`src/rtl/spi_txn_arbiter.sv`:
```
// Shares one spi_master byte engine between two requesters: round-robin grant,
// per-requester chip select with setup/hold gaps, TX streaming and RX routing.
module spi_txn_arbiter #(
  parameter int unsigned LEN_W    = 4,
  parameter int unsigned CS_DELAY = 4
) (
  input  logic                 clk_i,
  input  logic                 reset_i,
  input  logic [1:0]           req_i,
  input  logic [2*LEN_W-1:0]   len_i,
  input  logic [15:0]          tx_byte_i,
  input  logic [1:0]           tx_valid_i,
  output logic [1:0]           tx_ready_o,
  output logic [7:0]           rx_byte_o,
  output logic [1:0]           rx_valid_o,
  output logic [1:0]           done_o,
  output logic                 busy_o,
  output logic [1:0]           cs_n_o,
  output logic [7:0]           m_tx_byte_o,
  output logic                 m_tx_valid_o,
  input  logic                 m_tx_ready_i,
  input  logic [7:0]           m_rx_byte_i,
  input  logic                 m_rx_valid_i
);

  localparam int unsigned CNT_W = LEN_W + 1;
  localparam int unsigned DLY_W = 8;

  typedef enum logic [2:0] {
    ST_IDLE  = 3'd0,
    ST_SETUP = 3'd1,
    ST_XFER  = 3'd2,
    ST_HOLD  = 3'd3,
    ST_DONE  = 3'd4
  } state_t;

  state_t             state_q, state_d;
  logic               gnt_q, gnt_d, last_grant_q;
  logic [LEN_W-1:0]   len_q;
  logic [CNT_W-1:0]   tx_cnt_q, rx_cnt_q;
  logic [DLY_W-1:0]   dly_cnt_q;
  logic               tx_open, tx_fire, rx_last, dly_last;

  // Round-robin pick: a sole requester wins, a tie goes to the one not served last
  always_comb begin
    gnt_d = 1'b0;
    unique case (req_i)
      2'b10:   gnt_d = 1'b1;
      2'b11:   gnt_d = ~last_grant_q;
      default: gnt_d = 1'b0;
    endcase
  end

  assign tx_open  = (tx_cnt_q <= CNT_W'(len_q));
  assign tx_fire  = m_tx_valid_o & m_tx_ready_i;
  assign rx_last  = m_rx_valid_i & (rx_cnt_q == CNT_W'(len_q));
  assign dly_last = (dly_cnt_q == DLY_W'(CS_DELAY - 1));

  always_ff @(posedge clk_i or posedge reset_i) begin
    if (reset_i) state_q <= ST_IDLE;
    else         state_q <= state_d;
  end

  always_comb begin
    state_d = state_q;
    unique case (state_q)
      ST_IDLE:  if (|req_i)   state_d = ST_SETUP;
      ST_SETUP: if (dly_last) state_d = ST_XFER;
      ST_XFER:  if (rx_last)  state_d = ST_HOLD;
      ST_HOLD:  if (dly_last) state_d = ST_DONE;
      ST_DONE:                state_d = ST_IDLE;
      default:                state_d = ST_IDLE;
    endcase
  end

  always_comb begin
    cs_n_o       = 2'b11;
    tx_ready_o   = 2'b00;
    done_o       = 2'b00;
    m_tx_valid_o = 1'b0;
    m_tx_byte_o  = 8'h00;
    busy_o       = (state_q != ST_IDLE);
    unique case (state_q)
      ST_SETUP, ST_HOLD: cs_n_o[gnt_q] = 1'b0;
      ST_XFER: begin
        cs_n_o[gnt_q]     = 1'b0;
        m_tx_valid_o      = tx_valid_i[gnt_q] & tx_open;
        m_tx_byte_o       = gnt_q ? tx_byte_i[15:8] : tx_byte_i[7:0];
        tx_ready_o[gnt_q] = m_tx_ready_i & tx_open;
      end
      ST_DONE: done_o[gnt_q] = 1'b1;
      default: ;
    endcase
  end

  // Grant/length latch, byte counters and gap timer
  always_ff @(posedge clk_i or posedge reset_i) begin
    if (reset_i) begin
      gnt_q        <= 1'b0;
      last_grant_q <= 1'b1;
      len_q        <= '0;
      tx_cnt_q     <= '0;
      rx_cnt_q     <= '0;
      dly_cnt_q    <= '0;
    end else begin
      if (state_q == ST_IDLE && (|req_i)) begin
        gnt_q        <= gnt_d;
        last_grant_q <= gnt_d;
        len_q        <= gnt_d ? len_i[2*LEN_W-1:LEN_W] : len_i[LEN_W-1:0];
        tx_cnt_q     <= '0;
        rx_cnt_q     <= '0;
      end
      if (state_q == ST_XFER) begin
        if (tx_fire)      tx_cnt_q <= tx_cnt_q + CNT_W'(1);
        if (m_rx_valid_i) rx_cnt_q <= rx_cnt_q + CNT_W'(1);
      end
      if (state_d == state_q && (state_q == ST_SETUP || state_q == ST_HOLD))
        dly_cnt_q <= dly_cnt_q + DLY_W'(1);
      else
        dly_cnt_q <= '0;
    end
  end

  // RX bytes go back only to the owner, and only while bytes are in flight
  always_ff @(posedge clk_i or posedge reset_i) begin
    if (reset_i) begin
      rx_byte_o  <= 8'h00;
      rx_valid_o <= 2'b00;
    end else begin
      rx_byte_o  <= m_rx_byte_i;
      rx_valid_o <= 2'b00;
      if (state_q == ST_XFER && m_rx_valid_i) rx_valid_o[gnt_q] <= 1'b1;
    end
  end

endmodule
```
`config.mk`:
```
export PLATFORM = sky130hd
export DESIGN_NAME = spi_txn_arbiter
export DESIGN_NICKNAME = d
export VERILOG_FILES = /design/src/rtl/spi_txn_arbiter.sv
export SDC_FILE = /design/constraint.sdc
export NUM_CORES = 1
export LEC_CHECK = 0
export BUFFER_PORTS_ARGS = -buffer_cell sky130_fd_sc_hd__clkbuf_2
export CORE_ASPECT_RATIO = 0.75
export CORE_MARGIN = 2
export CORE_UTILIZATION = 44
export DETAILED_ROUTE_END_ITERATION = 16
export PLACE_DENSITY = 0.73
export SYNTH_ARGS = -nofsm -noshare
export SYNTH_HDL_FRONTEND = slang
export SYNTH_SLANG_ARGS = --single-unit
```
`constraint.sdc`:
```
create_clock -name clk_i -period 1.75 [get_ports clk_i]
set_input_delay 0.175 -clock clk_i [delete_from_list [all_inputs] [get_ports clk_i]]
set_output_delay 0.175 -clock clk_i [all_outputs]
set_load 0.02 [all_outputs]
```
# Yosys cells after proc, flatten, opt, wreduce, memory -nomap -nowiden
# Cells that the tools add are included.
[op_classes]
n_addsub = 3
mul = 0
div_mod_pow = 0
magnitude_cmp = 3
n_eq_ne = 9
shifts = 0
muxes = 25
n_bitwise = 7
n_reduce_logical = 9
[ops]
columns = ["cell", "count"]
rows = [
  ["5-bit 2-to-1 mux", 6],
  ["8-bit 2-to-1 mux", 3],
  ["3-bit 2-to-1 mux", 4],
  ["3-bit case mux with 4 select lines", 1],
  ["5-bit by 1-bit adder with 5-bit output (second input constant)", 2],
  ["8-bit by 1-bit adder with 8-bit output (second input constant)", 1],
  ["8-bit by 2-bit equality test with 1-bit output (second input constant)", 1],
  ["2-bit 2-to-1 mux", 4],
  ["3-bit by 2-bit equality test with 1-bit output (second input constant)", 2],
  ["5-bit by 4-bit equality test with 1-bit output", 1],
  ["5-bit by 4-bit less-or-equal comparator with 1-bit output", 1],
  ["1-bit AND", 4],
  ["2-bit equality test (second input constant)", 2],
  ["1-bit logical AND", 4],
  ["1-bit 2-to-1 mux", 4],
  ["4-bit 2-to-1 mux", 1],
  ["3-bit by 1-bit equality test with 1-bit output (second input constant)", 1],
  ["3-bit equality test", 1],
  ["3-bit equality test (second input constant)", 1],
  ["3-bit logical NOT", 1],
  ["3-bit nonzero test", 1],
  ["3-bit OR reduction", 1],
  ["2-bit AND", 1],
  ["1-bit by 2-bit less-than comparator with 1-bit output (second input constant)", 1],
  ["other kinds (7)", 7],
]
[totals]
register_bits = 37
latch_bits = 0
mem_bits_rw = 0
mem_bits_ro = 0
in_bits = 40
mem_count = 0

# Depth between registers and ports, before layout
# Gate-level depths: netlist (run 1).
[logic_depth]
depth_word = 7
mapped_depth = 7

# Worst setup path after synthesis (run 1)
# OpenSTA, ideal clock, no wires.
[synth_timing]
kind = "register to output"
start = "reg len_q[3]"
end = "out tx_ready_o[0]"
arrival_time_ns = 1.617
path_slack_ns = -0.042
stages_incl_launch_ff = 8
cell_sequence = "dfrtp_1 inv_1 ha_1 a211oi_1 nand3_1 a21oi_1 nand2_1 nor2_1"
[synth_via]
elab_chain_cells = 4
[synth_lines]
columns = ["element", "line_no", "rtl"]
rows = [
  ["start: declaration", "39", "logic [LEN_W-1:0] len_q;"],
  ["start signal: assignment", "109", "len_q <= gnt_d ? len_i[2*LEN_W-1:LEN_W] : len_i[LEN_W-1:0];"],
  ["5-bit by 4-bit less-or-equal comparator with 1-bit output", "54", "assign tx_open = (tx_cnt_q <= CNT_W'(len_q));"],
  ["1-bit AND", "89", "tx_ready_o[gnt_q] = m_tx_ready_i & tx_open;"],
  ["2-bit AND (no line)", "-", ""],
  ["2-bit 2-to-1 mux", "83", "unique case (state_q)"],
  ["end: declaration", "13", "output logic [1:0] tx_ready_o,"],
]
# Every way passes these cells.

# Final worst setup path (run 1)
# Same ends and word-level chain as after synthesis.

==> results.json, run 1 <==
{
  "fin_cells": 342,
  "fin_crit_ns": 1.99,
  "rsz0062_at_grt": "yes",
  "finalSetupViolCount": 13,
  "grt_max_degree": 38,
  "ys_ff_latch": 37,
  "syn_nets": 235,
  "insertedDiodeCount": 0,
  "syn_to_final_growth_pct": 47.1,
  "post-place-ws_ns": -0.109,
  "wire_per_inst_um": 12.4,
  "vias_per_cell": 4.83,
  "required_ns": 1.57,
  "initial_core_util": 0.458,
  "drv_cap": 0,
  "cts-root-buf": "clkbuf_8",
  "cts_buffers": 5,
  "wl_um": 4230,
  "n_fill_cell": 325,
  "overflow": 0,
  "grt.total_usage": 0.190,
  "slew_headroom": 0.542,
  "synth_warnings": 0,
  "yosysUniqueCellTypes": 33,
  "place.gp.congestion": 0.770,
  "numPortBuffers": 65,
  "syn_area_per_cell_sq_um": 9.88,
  "die_height_um": 60.3,
  "worstSetupPathType": "flip-flop to primary output",
  "syn-cell-area_sq_um": 1860,
  "die_area_sq_um": 4760,
  "cts_tree": "yes",
  "grt_pass1_vias": 1518,
  "dpl.hpwl_um": 2960,
  "drtIter0Drc": 60,
  "reg2reg_slack_ns": -0.21,
  "fin_ws_ns": -0.239,
  "rows": 20,
  "ant_nets": 0,
  "power_density_nw_per_um2": 1460,
  "cp-end-kind": "primary output",
  "tightest_slew_ns": 0.686,
  "slew_viol_final": 0,
  "clkLatencyLatePin_ns": 0.28,
  "cp_slowest_stage_delay_ns": 0.40,
  "ios": 66,
  "h-tree-depth": 2,
  "clockBufferDepth": 2,
  "cp_top_family": "flip-flops",
  "p_leak_nw": 1.43,
  "worst_setup_path_start_kind": "flip-flop",
  "period_share": 1.14,
  "critPathArrivalTime_ns": 1.81,
  "final_nets": 333,
  "drive_gt1_frac": 0.415,
  "finalPower_mw": 4.00,
  "vias": 1653,
  "die_w_um": 79.0,
  "placed_cells": 316,
  "syn_inst": 188,
  "core_sq_um": 4050,
  "antenna_found_initial": 0,
  "min_path_type": "input port to flip-flop",
  "final_common_cell": "clkbuf_2",
  "clkSlewWorstSetupHoldPaths_ns": 0.08,
  "grt_pass1_wl_um": 6890,
  "synth-seq-area-share": 0.499,
  "crit_path_top_delay_cell": "dfrtp_1",
  "worst-path-max-fanout": 3,
  "vdd_ir_drop_max_mv": 0.842,
  "drtPass1Iterations": 4,
  "hold_violations": 0,
  "drc_errors": 0,
  "violations": "setup timing",
  "fin_worst_skew_ns": 0.00868,
  "fin_setup_tns_ns": -1.39,
  "layout_common_cells": "clkbuf_2, dfrtp_1, nand2_1",
  "status": "finished, violations left",
  "path_buf_inv": 2,
  "crit_chain": "inv_2 > ha_4 > a211oi_2 > nand3_2 > a21oi_2 > nand2_1 > nor2_2 > clkbuf_8",
  "clock-sinks": 37,
  "max_freq_mhz": 503
}
-- report_power, final --
group	internal [mW]	total (mW)	switching (mW)	leakage, nW
registers	1.06	1.25	0.192	0.476
clock network	0.573	0.877	0.304	0.0687
logic	0.894	1.88	0.982	0.885
total	2.52	4.00	1.48	1.43
-- logic make-up after synthesis --
group | after synthesis | synth area share
flops | 37 | 0.499
fa+ha+maj | 7 | 0.0472
mux | 14 | 0.0761
compound gates | 19 | 0.0586
simple gates | 86 | 0.234
xor+xnor | 11 | 0.0519
buf+inv | 14 | 0.0323
-- worst min-delay path, cell delays in order --
cell	delay, ns
clkbuf_2	0.07
mux2i_1	0.05
o21ai_1	0.10
-- synthesized netlist by cell type --
cell | number | area (sq um)
dfrtp_1 | 36 | 901
nand2_1 | 25 | 93.8
nor2_1 | 23 | 86.3
mux2i_1 | 13 | 130
nand3_1 | 11 | 55.1
o21ai_1 | 10 | 50.1
and3_1 | 8 | 50.1
inv_1 | 8 | 30.0
xor2_1 | 8 | 70.1
ha_1 | 7 | 87.6
clkbuf_1 | 4 | 15.0
nand4_1 | 4 | 25.0
a21oi_1 | 3 | 15.0
nor3_1 | 3 | 15.0
or3_1 | 3 | 18.8
xnor2_1 | 3 | 26.3
and2_1 | 2 | 12.5
buf_4 | 2 | 15.0
a211oi_1 | 1 | 7.51
a21boi_1 | 1 | 7.51
a21oi_2 | 1 | 8.76
and4b_1 | 1 | 10.0
dfstp_2 | 1 | 26.3
mux2_2 | 1 | 11.3
nand2b_1 | 1 | 6.26
nand4b_1 | 1 | 8.76
nor2b_1 | 1 | 6.26
nor3b_2 | 1 | 12.5
nor4_4 | 1 | 21.3
o21a_1 | 1 | 7.51
o21ai_0 | 1 | 5.00
o21bai_1 | 1 | 7.51
or4b_4 | 1 | 13.8
-- flip-flops by register name, indices dropped and copies added (netlist names) --
name	flops
tx_cnt_q	5
last_grant_q	1
state_q	3
dly_cnt_q	8
rx_valid_o	2
rx_byte_o	8
rx_cnt_q	5
len_q	4
gnt_q	1
-- path summary, 6_finish.rpt --
check,start,to,cells after the start
max in group asynchronous,reset_i,last_grant_q$_DFFE_PP1P_,4
hold reg to reg,last_grant_q$_DFFE_PP1P_,last_grant_q$_DFFE_PP1P_,2
setup / recovery,len_q[3]$_DFFE_PP0P_,tx_ready_o[0],8
min in group asynchronous,reset_i,dly_cnt_q[6]$_DFF_PP0_,4
hold / removal,len_i[1],len_q[1]$_DFFE_PP0P_,3
setup reg to reg,len_q[3]$_DFFE_PP0P_,tx_cnt_q[3]$_DFF_PP0_,10
-- final cells by class --
| type | count | area, sq um | area share |
|---|---|---|---|
| multi-input cells | 137 | 942 | 0.345 |
| clock inverters | 3 | 68.8 | 0.0252 |
| inverters | 8 | 30.0 | 0.0110 |
| flip-flops and latches | 37 | 927 | 0.339 |
| well taps | 55 | 68.8 | 0.0252 |
| clock buffers | 5 | 68.8 | 0.0252 |
| repair buffers | 97 | 626 | 0.229 |
-- what timing repair did --
| item | 4_1_cts | 5_1_grt |
|---|---|---|
| hold buffers | 9 | 0 |
| hold endpoints to repair | 44 | 0 |
| gates resized for setup | 15 | 13 |
| pin swaps | 11 | 12 |
| setup buffers | 8 | 4 |
| setup endpoints to repair | 5 | 17 |
-- metal layers --
layer	GRT usage	part of all wire	up-vias
met1	0.239	0.43	758
met4	0.0739	0.010	0
met5	0	0	-
met2	0.322	0.48	57
li1	-	-	833
met3	0.0438	0.076	5
-- per-stage QoR --
stage,instance area (sq um),hold WS [ns],util
after floorplan,1860,0.206,-
after global placement,2330,0.284,0.574
after detailed placement,2330,0.285,0.574
after global routing,2730,0.167,0.674
final,2730,0.161,0.674
after CTS,2660,0.161,0.657
No activity file was read; power rests on OpenSTA's default activity.
==> inputs of run 2 (changes only) <==
--- a/config.mk
+++ b/config.mk
@@ -11,6 +11,7 @@
 export CORE_UTILIZATION = 44
 export DETAILED_ROUTE_END_ITERATION = 16
 export PLACE_DENSITY = 0.73
+export SKIP_LAST_GASP = 1
 export SYNTH_ARGS = -nofsm -noshare
 export SYNTH_HDL_FRONTEND = slang
 export SYNTH_SLANG_ARGS = --single-unit
==> constraint.sdc (replaced) <==
create_clock -name clk_i -period 1.6 [get_ports clk_i]
set_input_delay 0.16 -clock clk_i [delete_from_list [all_inputs] [get_ports clk_i]]
set_output_delay 0.16 -clock clk_i [all_outputs]
set_load 0.02 [all_outputs]
==> results.json, run 2 (synthesis results as in run 1) <==
{
  "p_clk_frac": 0.153,
  "die_height_um": 60.3,
  "power_density_nw_per_um2": 1500,
  "vias_per_cell": 4.89,
  "clock-sinks": 37,
  "final_common_cell": "clkbuf_2",
  "cp_slowest_stage_delay_ns": 0.42,
  "grt.total_usage": 0.193,
  "initial_core_util": 0.458,
  "grt_pass1_wl_um": 6920,
  "worst-path-max-fanout": 4,
  "crit_chain": "ha_4 > nor2b_1 > nand4_1 > a21oi_4 > and2_2 > clkbuf_8",
  "p_leak_nw": 1.44,
  "switchingPower_mw": 1.66,
  "fin_worst_skew_ns": 0.00567,
  "grt_pass1_vias": 1514,
  "tightest_slew_ns": 0.667,
  "min_path_type": "input port to flip-flop",
  "insertedDiodeCount": 0,
  "syn_to_final_growth_pct": 50.8,
  "numPortBuffers": 65,
  "overflow": 0,
  "slew_headroom": 0.554,
  "status": "finished, violations left",
  "combPwrFrac": 0.523,
  "vias": 1691,
  "worst_setup_path_start_kind": "flip-flop",
  "dpl.hpwl_um": 3010,
  "die_area_sq_um": 4760,
  "cts-root-buf": "clkbuf_8",
  "ant_nets": 0,
  "fin_crit_ns": 1.97,
  "drive_gt1_frac": 0.467,
  "cts_tree": "yes",
  "clkSlewWorstSetupHoldPaths_ns": 0.07,
  "final_nets": 337,
  "finalSetupViolCount": 18,
  "path_buf_inv": 1,
  "placed_cells": 326,
  "slew_viol_final": 0,
  "place.gp.congestion": 0.796,
  "p_int_mw": 2.53,
  "place_area_sq_um": 2450,
  "vdd_ir_drop_max_mv": 0.795,
  "drtIter0Drc": 40,
  "critPathArrivalTime_ns": 1.81,
  "drtPass1Iterations": 4,
  "layout_common_cells": "clkbuf_2, dfrtp_1, buf_4",
  "wl_um": 4380,
  "grt_max_degree": 38,
  "fin_ws_ns": -0.365,
  "n_fill_cell": 320,
  "fin_setup_tns_ns": -3.18,
  "cp-end-kind": "primary output",
  "max_freq_mhz": 509,
  "wire_per_inst_um": 12.7,
  "reg_top3": "dly_cnt_q (8), rx_byte_o (8)",
  "ios": 66,
  "rows": 20,
  "worstSetupPathType": "flip-flop to primary output",
  "drv_cap": 0,
  "reg2reg_slack_ns": -0.24,
  "clockBufferDepth": 2,
  "core_sq_um": 4050,
  "h-tree-depth": 2,
  "fin_cells": 346,
  "clkLatencyLatePin_ns": 0.29,
  "antenna_found_initial": 0,
  "cp_top_family": "simple AND/OR/NAND/NOR gates",
  "crit_path_top_delay_cell": "dfrtp_1",
  "drc_errors": 0,
  "finalPower_mw": 4.19,
  "period_share": 1.23,
  "required_ns": 1.44,
  "violations": "setup timing",
  "cts_buffers": 5,
  "final_util": 0.691,
  "fin_area_sq_um": 2800,
  "hold_violations": 0,
  "swShare": 0.397,
  "p_seq_frac": 0.324,
  "die_w_um": 79.0,
  "rsz0062_at_grt": "yes"
}
==> run 2: power by group through the flow <==
stage / sequential (mW) / clock (mW) / combinational (mW)
final: 1.36 / 0.642 / 2.19
after CTS: 1.33 / 0.655 / 1.95
after floorplan: 1.37 / 0 / 1.19
after global routing: 1.39 / 0.698 / 2.43
after global placement: 1.34 / 0 / 1.82
after detailed placement: 1.35 / 0 / 1.85
==> run 2: tightest hold or removal path: stages <==
cell	delay, ns
clkbuf_2	0.07
mux2i_1	0.05
o21ai_1	0.10
==> run 2: layer usage <==
layer  vias to the layer above  share of wire  wire length (um)  GRT usage
met5                         -              0                 0          0
met4                         0          0.021                91     0.0862
met3                        10          0.072               315     0.0483
met2                        66           0.46              2000      0.305
met1                       772           0.45              1970      0.254
li1                        843              -                 -          -
==> run 2: final timing paths <==
kind                                          start  depth (start not counted)                       end
max                           tx_cnt_q[3]$_DFF_PP0_                          6              m_tx_valid_o
min                                        len_i[2]                          3      len_q[2]$_DFFE_PP0P_
max reg2reg                   tx_cnt_q[3]$_DFF_PP0_                          8     tx_cnt_q[3]$_DFF_PP0_
min reg2reg                last_grant_q$_DFFE_PP1P_                          2  last_grant_q$_DFFE_PP1P_
max in group asynchronous                   reset_i                          4      state_q[0]$_DFF_PP0_
min in group asynchronous                   reset_i                          4    rx_byte_o[6]$_DFF_PP0_
==> run 2: repair_timing <==
action	4_1_cts	5_1_grt
gates resized for setup	10	45
hold endpoints to repair	44	0
hold buffers	9	0
pin swaps	10	21
setup buffers	4	3
setup endpoints to repair	18	33
==> run 2: layout make-up <==
| class | instances | area, sq um | area share |
|---|---|---|---|
| tap | 55 | 68.8 | 0.0246 |
| timing repair buffer | 101 | 688 | 0.246 |
| clock buffer | 5 | 68.8 | 0.0246 |
| inverter | 8 | 30.0 | 0.0107 |
| clock inverter | 3 | 17.5 | 0.00626 |
| multi-input combinational | 137 | 997 | 0.356 |
| sequential | 37 | 930 | 0.332 |
==> run 2: metrics by stage <==
| stage | hold slack [ns] | setup WS [ns] |
|---|---|---|
| 4_1_cts | 0.134 | -0.365 |
| 5_1_grt | 0.152 | -0.480 |
| 6_report | 0.133 | -0.365 |
| 2_1_floorplan | 0.191 | -0.0121 |
| 3_5_place_dp | 0.270 | -0.0877 |
| 3_3_place_gp | 0.269 | -0.0467 |
==> inputs of run 3 (changes only) <==
--- a/config.mk
+++ b/config.mk
@@ -8,9 +8,9 @@
 export BUFFER_PORTS_ARGS = -buffer_cell sky130_fd_sc_hd__clkbuf_2
 export CORE_ASPECT_RATIO = 0.75
 export CORE_MARGIN = 2
-export CORE_UTILIZATION = 44
+export CORE_UTILIZATION = 49
 export DETAILED_ROUTE_END_ITERATION = 16
-export PLACE_DENSITY = 0.73
+export PLACE_DENSITY = 0.77
 export SKIP_LAST_GASP = 1
 export SYNTH_ARGS = -nofsm -noshare
 export SYNTH_HDL_FRONTEND = slang
==> constraint.sdc (replaced) <==
create_clock -name clk_i -period 2.2 [get_ports clk_i]
set_input_delay 0.22 -clock clk_i [delete_from_list [all_inputs] [get_ports clk_i]]
set_output_delay 0.22 -clock clk_i [all_outputs]
set_load 0.02 [all_outputs]
==> results.json, run 3 (synthesis results as in run 1) <==
{
  "status": "finished clean",
  "dpl.hpwl_um": 2740,
  "clkSlewWorstSetupHoldPaths_ns": 0.07,
  "hold_path_depth": 1,
  "crit_path_top_delay_cell": "dfrtp_1",
  "critPathArrivalTime_ns": 1.88,
  "period_share": 0.953,
  "required_ns": 1.98,
  "die_w_um": 75.1,
  "hold_slack_ns": 0.0328,
  "worst_setup_path_start_kind": "flip-flop",
  "slew_headroom": 0.610,
  "reg_top3": "dly_cnt_q (8), rx_byte_o (8)",
  "overflow": 0,
  "clkLatencyLatePin_ns": 0.29,
  "layout_common_cells": "clkbuf_2, dfrtp_1, nand2_1",
  "final_common_cell": "clkbuf_2",
  "finalSetupViolCount": 0,
  "fin_crit_ns": 2.10,
  "vias": 1559,
  "max_freq_mhz": 477,
  "syn_to_final_growth_pct": 30.9,
  "drtIter0Drc": 60,
  "cp_slowest_stage_delay_ns": 0.41,
  "n_fill_cell": 296,
  "rr_startpoint": "len_q[2]$_DFFE_PP0P_",
  "slew_viol_final": 0,
  "hold_violations": 0,
  "grt_pass1_wl_um": 5860,
  "power_density_nw_per_um2": 1170,
  "h-tree-depth": 2,
  "numPortBuffers": 65,
  "core_sq_um": 3640,
  "drtPass1Iterations": 4,
  "worst-path-max-fanout": 4,
  "final_nets": 308,
  "p_leak_nw": 1.30,
  "ant_nets": 0,
  "cts_tree": "yes",
  "insertedDiodeCount": 0,
  "fin_cells": 314,
  "crit_chain": "inv_2 > ha_4 > nor2b_1 > nand4_1 > a21oi_2 > and3_1 > clkbuf_2",
  "die_area_sq_um": 4300,
  "cts-root-buf": "clkbuf_8",
  "finalPower_mw": 2.83,
  "wl_um": 3710,
  "antenna_found_initial": 0,
  "placed_cells": 303,
  "vdd_ir_drop_max_mv": 0.574,
  "regToRegEndpoint": "tx_cnt_q[3]$_DFF_PP0_",
  "grt.total_usage": 0.182,
  "grt_max_degree": 31,
  "tightest_slew_ns": 0.583,
  "clockBufferDepth": 2,
  "cp-end-kind": "primary output",
  "endpoint": "tx_ready_o[1]",
  "min_path_type": "input port to flip-flop",
  "rows": 19,
  "reg2regPathDepth": 9,
  "clock-sinks": 37,
  "reg2reg_slack_ns": 0.16,
  "ios": 66,
  "place.gp.congestion": 0.797,
  "place_area_sq_um": 2250,
  "wire_per_inst_um": 11.8,
  "fin_area_sq_um": 2430,
  "initial_core_util": 0.510,
  "drv_cap": 0,
  "fin_worst_skew_ns": 0.00686,
  "worstSetupPathType": "flip-flop to primary output",
  "crit_start": "len_q[3]$_DFFE_PP0P_",
  "drive_gt1_frac": 0.340,
  "cts_buffers": 5,
  "die_height_um": 57.3,
  "drc_errors": 0,
  "grt_pass1_vias": 1346,
  "vias_per_cell": 4.96
}
## run 3: final cells by class
cell class,count,area [sq um],share of cell area
flip-flops and latches,37,927,0.382
multi-input cells,137,891,0.367
repair buffers,72,383,0.158
clock buffers,5,68.8,0.0283
clock inverters,3,65.1,0.0268
well taps,52,65.1,0.0268
inverters,8,30.0,0.0124
## run 3: worst min path at each step
stage	startpoint	endpoint	slack, ns
final	m_rx_byte_i[1]	rx_byte_o[1]$_DFF_PP0_	0.03
after CTS	m_rx_byte_i[1]	rx_byte_o[1]$_DFF_PP0_	0.03
after floorplan	m_rx_byte_i[0]	rx_byte_o[0]$_DFF_PP0_	0.25
after global placement	reset_i	rx_byte_o[2]$_DFF_PP0_	0.14
after detailed placement	reset_i	rx_byte_o[1]$_DFF_PP0_	0.14
after global routing	m_rx_byte_i[1]	rx_byte_o[1]$_DFF_PP0_	0.02
## run 3: per-stage QoR
| step | setup WS [ns] | setup TNS [ns] | utilization |
|---|---|---|---|
| global placement | 0.299 | 0 | 0.618 |
| floorplan | 0.363 | 0 | - |
| CTS | 0.0108 | 0 | 0.660 |
| finish | 0.102 | 0 | 0.668 |
| detailed placement | 0.273 | 0 | 0.618 |
| global route | -0.0109 | -0.0109 | 0.668 |
## run 3: what timing repair did
| action | in CTS | in global routing |
|---|---|---|
| setup buffers | 1 | 1 |
| resized for setup | 1 | 5 |
| pin swaps | 2 | 6 |
| endpoints found under the setup margin | 3 | 3 |
| endpoints found under the hold margin | 7 | 0 |
| hold buffers | 1 | 0 |
| cloned | 0 | 0 |
## run 3: critical path, delay by kind of cell, from the launching register on
kind	cells	cell delay, ns
compound gates	1	0.20
fa+ha+maj	1	0.28
buf+inv	2	0.22
flops	1	0.41
simple gates	3	0.48
## run 3: where the power goes
| part | switching, mW | internal [mW] | total [mW] |
|---|---|---|---|
| sequential | 0.171 | 0.840 | 1.01 |
| clock | 0.237 | 0.450 | 0.687 |
| combinational | 0.658 | 0.478 | 1.14 |
| total | 1.07 | 1.77 | 2.83 |
## run 3: per-layer routing
metal  up-vias  wire length [um]  GRT usage
li1        781                 -          -
met1       712              1700      0.243
met2        61              1690      0.281
met3         5               258     0.0601
met4         0                56     0.0612
met5         -                 0          0
